`config.mk`:
```
export PLATFORM = sky130hd
export DESIGN_NAME = alarm_fsm_nch
export DESIGN_NICKNAME = d
export VERILOG_FILES = /design/src/rtl/alarm_pkg.sv /design/src/rtl/alarm_sec_timer.sv /design/src/rtl/alarm_fsm_nch.sv
export SDC_FILE = /design/constraint.sdc
export NUM_CORES = 1
export LEC_CHECK = 0
export ABC_CLOCK_PERIOD_IN_PS = 5600
export BUFFER_PORTS_ARGS = -buffer_cell sky130_fd_sc_hd__buf_2
export CAP_MARGIN = 0
export CORE_ASPECT_RATIO = 2
export CORE_UTILIZATION = 55
export CTS_BUF_LIST = sky130_fd_sc_hd__clkbuf_4 sky130_fd_sc_hd__clkbuf_8 sky130_fd_sc_hd__clkbuf_16
export DETAILED_ROUTE_END_ITERATION = 10
export MAX_ROUTING_LAYER = met4
export PLACE_DENSITY = 0.7
export SLEW_MARGIN = 20
export SYNTH_ARGS = -nofsm -noshare
export SYNTH_HDL_FRONTEND = slang
export SYNTH_SLANG_ARGS = --single-unit
```
`constraint.sdc`:
```
create_clock -name clk -period 5.6 [get_ports clk]
set_clock_uncertainty 0.15 [all_clocks]
set_input_delay 0.84 -clock clk [delete_from_list [all_inputs] [get_ports clk]]
set_output_delay 0.84 -clock clk [all_outputs]
set_load 0.01 [all_outputs]
```
`src/rtl/alarm_pkg.sv`:
```
// Shared definitions for the car alarm: controller state encodings,
// time-parameter register selectors and the power-up time values (seconds).
package alarm_pkg;

  typedef enum logic [2:0] {
    S_ARMED      = 3'd0,
    S_TRIGGERED  = 3'd1,
    S_SOUND      = 3'd2,
    S_DISARMED   = 3'd3,
    S_WAIT_OPEN  = 3'd4,
    S_WAIT_CLOSE = 3'd5,
    S_ARMING     = 3'd6
  } state_e;

  // param_sel codes for the reprogram port
  localparam logic [1:0] SEL_T_ARM       = 2'd0;
  localparam logic [1:0] SEL_T_DRIVER    = 2'd1;
  localparam logic [1:0] SEL_T_PASSENGER = 2'd2;
  localparam logic [1:0] SEL_T_ALARM     = 2'd3;

  // Time values loaded by reset, in seconds
  localparam int DEF_T_ARM       = 6;
  localparam int DEF_T_DRIVER    = 8;
  localparam int DEF_T_PASSENGER = 15;
  localparam int DEF_T_ALARM     = 10;

endpackage

```
`src/rtl/alarm_sec_timer.sv`:
```
// Seconds countdown timer with its own quarter-second-based prescaler.
//   clk, reset   : clock, synchronous active-high reset
//   start        : load load_value into countdown and restart the prescaler
//   stop         : abandon the count, countdown returns to 0
//   load_value   : seconds to count (0 expires the cycle after the load)
//   countdown    : seconds remaining (registered)
//   expired      : one-cycle pulse, high in the cycle the count reaches 0
// start wins over stop if both are asserted.
module alarm_sec_timer #(
  parameter int TV_W     = 4,
  parameter int TICK_DIV = 25_000_000
) (
  input  logic            clk,
  input  logic            reset,
  input  logic            start,
  input  logic            stop,
  input  logic [TV_W-1:0] load_value,
  output logic [TV_W-1:0] countdown,
  output logic            expired
);

  localparam int SEC_CYC = 4 * TICK_DIV;
  localparam int PW      = $clog2(SEC_CYC);

  logic [PW-1:0] pre_cnt;
  logic          running;
  logic          sec_end;

  assign sec_end = (pre_cnt == PW'(SEC_CYC - 1));

  // Combinational so the controller can act in the same cycle the final
  // second ends; a zero load expires on its first running cycle.
  assign expired = running &&
                   ((countdown == '0) || ((countdown == TV_W'(1)) && sec_end));

  // NOTE: non-blocking assignments make every flop here sample pre-edge values,
  // so expired and the decrement agree on the same cycle.
  always_ff @(posedge clk) begin
    if (reset) begin
      pre_cnt   <= '0;
      countdown <= '0;
      running   <= 1'b0;
    end else if (start) begin
      pre_cnt   <= '0;
      countdown <= load_value;
      running   <= 1'b1;
    end else if (stop || expired) begin
      pre_cnt   <= '0;
      countdown <= '0;
      running   <= 1'b0;
    end else if (running) begin
      if (sec_end) begin
        pre_cnt   <= '0;
        countdown <= countdown - TV_W'(1);
      end else begin
        pre_cnt <= pre_cnt + PW'(1);
      end
    end
  end

endmodule

```
`src/rtl/alarm_fsm_nch.sv`:
```
// Car alarm controller with N door channels.
//   clk, reset      : clock, synchronous active-high reset
//   ignition        : key on; disarms from any active state
//   door[N_DOORS]   : 1 = open (debounced); DRIVER_MASK bits use the driver delay
//   brake, hidden_sw: with ignition, enable the fuel pump
//   reprogram       : write pulse; param_value -> time register param_sel
//   siren           : 2 Hz square wave while sounding
//   status          : 0.5 Hz blink when armed, steady on when triggered/sounding
//   fuel_pump       : pump enable gated by ignition
//   state           : controller state (alarm_pkg::state_e encoding)
//   countdown       : seconds left on the running timer
//   alarm_count     : number of alarm soundings, saturating at 255
module alarm_fsm_nch
  import alarm_pkg::*;
#(
  parameter int                 N_DOORS     = 4,
  parameter logic [N_DOORS-1:0] DRIVER_MASK = N_DOORS'(4'b0001),
  parameter int                 TV_W        = 4,
  parameter int                 TICK_DIV    = 25_000_000
) (
  input  logic               clk,
  input  logic               reset,
  input  logic               ignition,
  input  logic [N_DOORS-1:0] door,
  input  logic               brake,
  input  logic               hidden_sw,
  input  logic               reprogram,
  input  logic [1:0]         param_sel,
  input  logic [TV_W-1:0]    param_value,
  output logic               siren,
  output logic               status,
  output logic               fuel_pump,
  output logic [2:0]         state,
  output logic [TV_W-1:0]    countdown,
  output logic [7:0]         alarm_count
);

  localparam int QW = (TICK_DIV > 1) ? $clog2(TICK_DIV) : 1;

  state_e          state_q, state_nx;
  logic [TV_W-1:0] t_param [4];
  logic [QW-1:0]   q_cnt;
  logic [1:0]      sec_cnt;
  logic            q_tick, sec_tick;
  logic            pump_en, pump_en_nx;
  logic            door_any, door_driver;
  logic            tmr_start, tmr_stop, tmr_expired;
  logic [TV_W-1:0] tmr_value;

  // Free-running prescaler for the siren and status blink; unlike the
  // timer's prescaler it is never restarted by the controller.
  assign q_tick   = (q_cnt == QW'(TICK_DIV - 1));
  assign sec_tick = q_tick && (sec_cnt == 2'd3);

  assign door_any    = |door;
  assign door_driver = |(door & DRIVER_MASK);

  // Enable latches on ignition+brake+hidden_sw and drops with ignition.
  assign pump_en_nx = (ignition & brake & hidden_sw) | (pump_en & ignition);

  alarm_sec_timer #(
    .TV_W     (TV_W),
    .TICK_DIV (TICK_DIV)
  ) u_timer (
    .clk        (clk),
    .reset      (reset),
    .start      (tmr_start),
    .stop       (tmr_stop),
    .load_value (tmr_value),
    .countdown  (countdown),
    .expired    (tmr_expired)
  );

  // Transition decision and timer command; reprogram beats ignition,
  // which beats the per-state rules.
  always_comb begin
    // NOTE: every output gets a default first, so no path can infer a latch.
    state_nx  = state_q;
    tmr_start = 1'b0;
    tmr_stop  = 1'b0;
    tmr_value = '0;
    if (reprogram) begin
      state_nx = S_ARMED;
      tmr_stop = 1'b1;
    end else if (ignition && (state_q != S_DISARMED)) begin
      state_nx = S_DISARMED;
      tmr_stop = 1'b1;
    end else begin
      case (state_q)
        S_ARMED: if (door_any) begin
          state_nx  = S_TRIGGERED;
          tmr_start = 1'b1;
          tmr_value = door_driver ? t_param[SEL_T_DRIVER] : t_param[SEL_T_PASSENGER];
        end
        S_TRIGGERED: if (tmr_expired) begin
          state_nx  = S_SOUND;
          tmr_start = 1'b1;
          tmr_value = t_param[SEL_T_ALARM];
        end
        // An open door keeps the alarm going by reloading every cycle.
        S_SOUND: if (door_any) begin
          tmr_start = 1'b1;
          tmr_value = t_param[SEL_T_ALARM];
        end else if (tmr_expired) begin
          state_nx = S_ARMED;
        end
        S_DISARMED:  if (!ignition)   state_nx = S_WAIT_OPEN;
        S_WAIT_OPEN: if (door_driver) state_nx = S_WAIT_CLOSE;
        S_WAIT_CLOSE: if (!door_any) begin
          state_nx  = S_ARMING;
          tmr_start = 1'b1;
          tmr_value = t_param[SEL_T_ARM];
        end
        S_ARMING: if (door_any) begin
          state_nx = S_WAIT_CLOSE;
          tmr_stop = 1'b1;
        end else if (tmr_expired) begin
          state_nx = S_ARMED;
        end
        default: state_nx = S_ARMED;
      endcase
    end
  end

  always_ff @(posedge clk) begin
    if (reset) begin
      state_q     <= S_ARMED;
      siren       <= 1'b0;
      status      <= 1'b0;
      pump_en     <= 1'b0;
      fuel_pump   <= 1'b0;
      alarm_count <= '0;
      q_cnt       <= '0;
      sec_cnt     <= '0;
      // NOTE: these four time registers are plain flops, not RAM, so they
      // take their defaults on reset like any other state.
      t_param[SEL_T_ARM]       <= TV_W'(DEF_T_ARM);
      t_param[SEL_T_DRIVER]    <= TV_W'(DEF_T_DRIVER);
      t_param[SEL_T_PASSENGER] <= TV_W'(DEF_T_PASSENGER);
      t_param[SEL_T_ALARM]     <= TV_W'(DEF_T_ALARM);
    end else begin
      q_cnt <= q_tick ? '0 : q_cnt + QW'(1);
      if (q_tick) sec_cnt <= sec_cnt + 2'd1;

      if (reprogram) t_param[param_sel] <= param_value;

      state_q <= state_nx;

      // Outputs follow the state being entered, so they line up with state.
      if (state_nx == S_SOUND)
        siren <= (state_q == S_SOUND) ? (siren ^ q_tick) : 1'b1;
      else
        siren <= 1'b0;

      // Blink phase restarts from 0 whenever ARMED is re-entered.
      if (state_nx == S_ARMED)
        status <= (state_q == S_ARMED) ? (status ^ sec_tick) : 1'b0;
      else
        status <= (state_nx == S_TRIGGERED) || (state_nx == S_SOUND);

      if ((state_nx == S_SOUND) && (state_q != S_SOUND) && (alarm_count != 8'hFF))
        alarm_count <= alarm_count + 8'd1;

      pump_en   <= pump_en_nx;
      fuel_pump <= pump_en_nx & ignition;
    end
  end

  assign state = state_q;

endmodule

```
==> out/metrics.csv <==
metric;value;unit
status;complete, no violations;
cp.required;5.70;ns
cts-root-buf;clkbuf_16;
drtAntennaViolNets;0;
post_cts_resize_count;0;
timing.slew.headroom;29.64;%
cpPeakStageDelay;0.83;ns
startpoint_type;input port;
nets;544;
netlist_instances;493;
cts_sinks;90;
start_util;56.46;%
path_buf_inv;1;
crit_arrival;3.32;ns
clk_pin_slew;0.06;ns
p_per_area;287.6;nW/um^2
power_frac_seq;47.7;%
dr_wl_met2;5277;microns
syn-num-nets;516;
cp-end-kind;register;
dieWidth;65.62;microns
p_clk_share;46.6;%
finalCriticalPeriod;3.214;ns
grt_pass1_wl;15170;microns
fin_crit_sh;57.39;%
crit_type;in2reg;
peakVddDrop;0.1882;mV
antenna_found_initial;0;
timing.final.ws_setup;2.386;ns
max_freq;0.3111;GHz
drtPass1Iterations;4;
io_pins;34;
hold_viol;0;
netSwitchingPower;328.9;uW
vias;3568;
synth_top_area_cell;dfxtp_1;
synth_area_leaders;dfxtp_1 (33%), edfxtp_1 (11%), nor2_1 (6.5%);
hold_ws;0.3144;ns
io_buffers;33;
gp_congestion;0.8010;
crit_fanout;24;
ys_seq_elements;90;
swShare;22.92;%
post_cts.repair.setup_buffers;0;
cts_made_buffers;9;
yosysUniqueCellTypes;61;
synthFlopType;dfxtp_1;
grt_pass1_vias;3349;
grt_usage;24.22;%
hold_buffers;0;
cap_violations;0;
critPathSlowestCell;nand4b_1;
yosys_warnings;0;
p_leak;0.001727;uW
drt_wl_total;9291;microns
maxSlewViolCount;0;
synth_enable_flop_cells;16;
synth_area_per_cell;9.030;sq um
top_layer;met4;
cp_cell_sequence;buf_2, or4_4, a31oi_4, o21ai_2, a21oi_2, nand4b_1, nor2_1;
htree_levels;3;
overflow;0;
synth_top_area_share;33.28;%
cts_tree;yes;
synthesis.area;4452;sq um
num_rows;46;
fin_tns_setup;0;ns
intPower;1106;uW
yosysSeqAreaShare;44.07;%
wl_per_cell;14.94;microns
wl_met3;153;microns
coreArea;7885;sq um
routedLengthMet1;3573;microns
drc;0;
reg2reg_slack;2.71;ns
fp.dieArea;8479;sq um
drtIter0Drc;180;
antenna_cells;0;
clkLatencyLatePin;0.35;ns
tightest_slew;1.046;ns
post-place-ws;1.984;ns
die_h;129.2;microns
min_path_type;reg2reg;
critPathTopFamily;simple AND/OR/NAND/NOR gates;
grt_max_degree;33;
vias_per_cell;5.736;
dp.final_hpwl;6893;microns
combPwrFrac;5.7;%
rsz0062_at_grt;no;
async_reset_ff_share;0;%
area_growth;12.09;%
clk_path_buf_depth;2;
final-setup-viol-count;0;
drive_gt1_share;12.55;%
==> state kept, by name, indices dropped and copies added (netlist names) <==
signal and cells:
status 1, pump_en 1, u_timer.pre_cnt 27, alarm_count 8, state 3, siren 1, fuel_pump 1, q_cnt 25
u_timer.running 1, sec_cnt 2, t_param 16, u_timer.countdown 4
==> path summary, 6_finish.rpt <==
check                       start             endpoint  cells past startpoint
min                      q_cnt[0]             q_cnt[0]                      1
max                       door[0]  u_timer.pre_cnt[11]                      7
min reg2reg              q_cnt[0]             q_cnt[0]                      1
max reg2reg  u_timer.countdown[1]  u_timer.pre_cnt[11]                      8
==> worst reg2reg max path: stages, from the launching register on <==
cell,delay (ns)
dfxtp_1,0.32
inv_1,0.12
ha_1,0.17
nand2_1,0.06
or4_4,0.56
o21bai_4,0.30
a21oi_2,0.17
nand4b_1,0.76
nor2_1,0.12
==> placed cells by master (no fill, tap or decap), types with 9 or more instances in the layout <==
master and count:
edfxtp_1 16, nor4_1 9, a21oi_1 15, nand4_1 13, inv_1 10, xnor2_1 25, buf_2 33, nand2_1 34
clkbuf_16 9, and2_1 11, xor2_1 28, nand3_1 30, nor2_1 77, nand2b_1 14, dfxtp_1 74
==> layer usage <==
| layer | up-vias | GRT usage [%] |
|---|---|---|
| met3 | 19 | 3.697 |
| met4 | 0 | 12.92 |
| met2 | 32 | 44.88 |
| met1 | 1718 | 23.16 |
| li1 | 1799 | - |
| met5 | - | - |
==> synth_stat cells, drive strengths merged, types with 7 or more instances <==
library cell	n
inv	10
nand2	34
nor3	10
dfxtp	74
nor2	77
and3	8
a211oi	8
nand4	13
a21oi	16
edfxtp	16
and2	11
nor3b	9
xor2	28
nand3	31
buf	9
ha	7
clkbuf	7
xnor2	25
o21ai	14
nand2b	14
nor4	10
==> power by group through the flow <==
stage	clock network [uW]	logic, uW	registers [uW]
6_report	668	81.8	685
5_1_grt	701	90.7	687
4_1_cts	677	82.7	685
3_5_place_dp	0	82.4	700
3_3_place_gp	0	80.9	699
2_1_floorplan	0	60.6	696
==> cell families after synthesis <==
| group | count (synthesis) | share of synthesized area (%) |
|---|---|---|
| and+or+nand+nor | 249 | 29.62 |
| DFF | 90 | 44.07 |
| AOI/OAI and AO/OA | 61 | 9.697 |
| xor gates and xnor gates | 53 | 10.43 |
| buffers and inverters | 26 | 2.614 |
| muxes | 7 | 1.602 |
| adders and majority gates | 7 | 1.967 |
==> per-stage QoR <==
| step | utilization (%) | area (sq um) | power (uW) | cells |
|---|---|---|---|---|
| 3_5_place_dp | 59.08 | 4658 | 782.2 | 606 |
| 6_report | 63.28 | 4990 | 1435 | 622 |
| 3_3_place_gp | 59.08 | 4658 | 779.9 | 606 |
| 5_1_grt | 63.28 | 4990 | 1479 | 622 |
| 2_1_floorplan | - | 4452 | 756.7 | 493 |
| 4_1_cts | 63.28 | 4990 | 1444 | 622 |
==> area by class of cell <==
class | instances | area (sq um)
Inverter | 10 | 37.54
Tap cell | 96 | 120.1
Multi-Input combinational cell | 377 | 2374
Sequential cell | 90 | 1962
Timing Repair Buffer | 33 | 165.2
Clock inverter | 7 | 106.4
Clock buffer | 9 | 225.2
Fill cell | 694 | 2895
No activity file was read; power rests on OpenSTA's default activity.
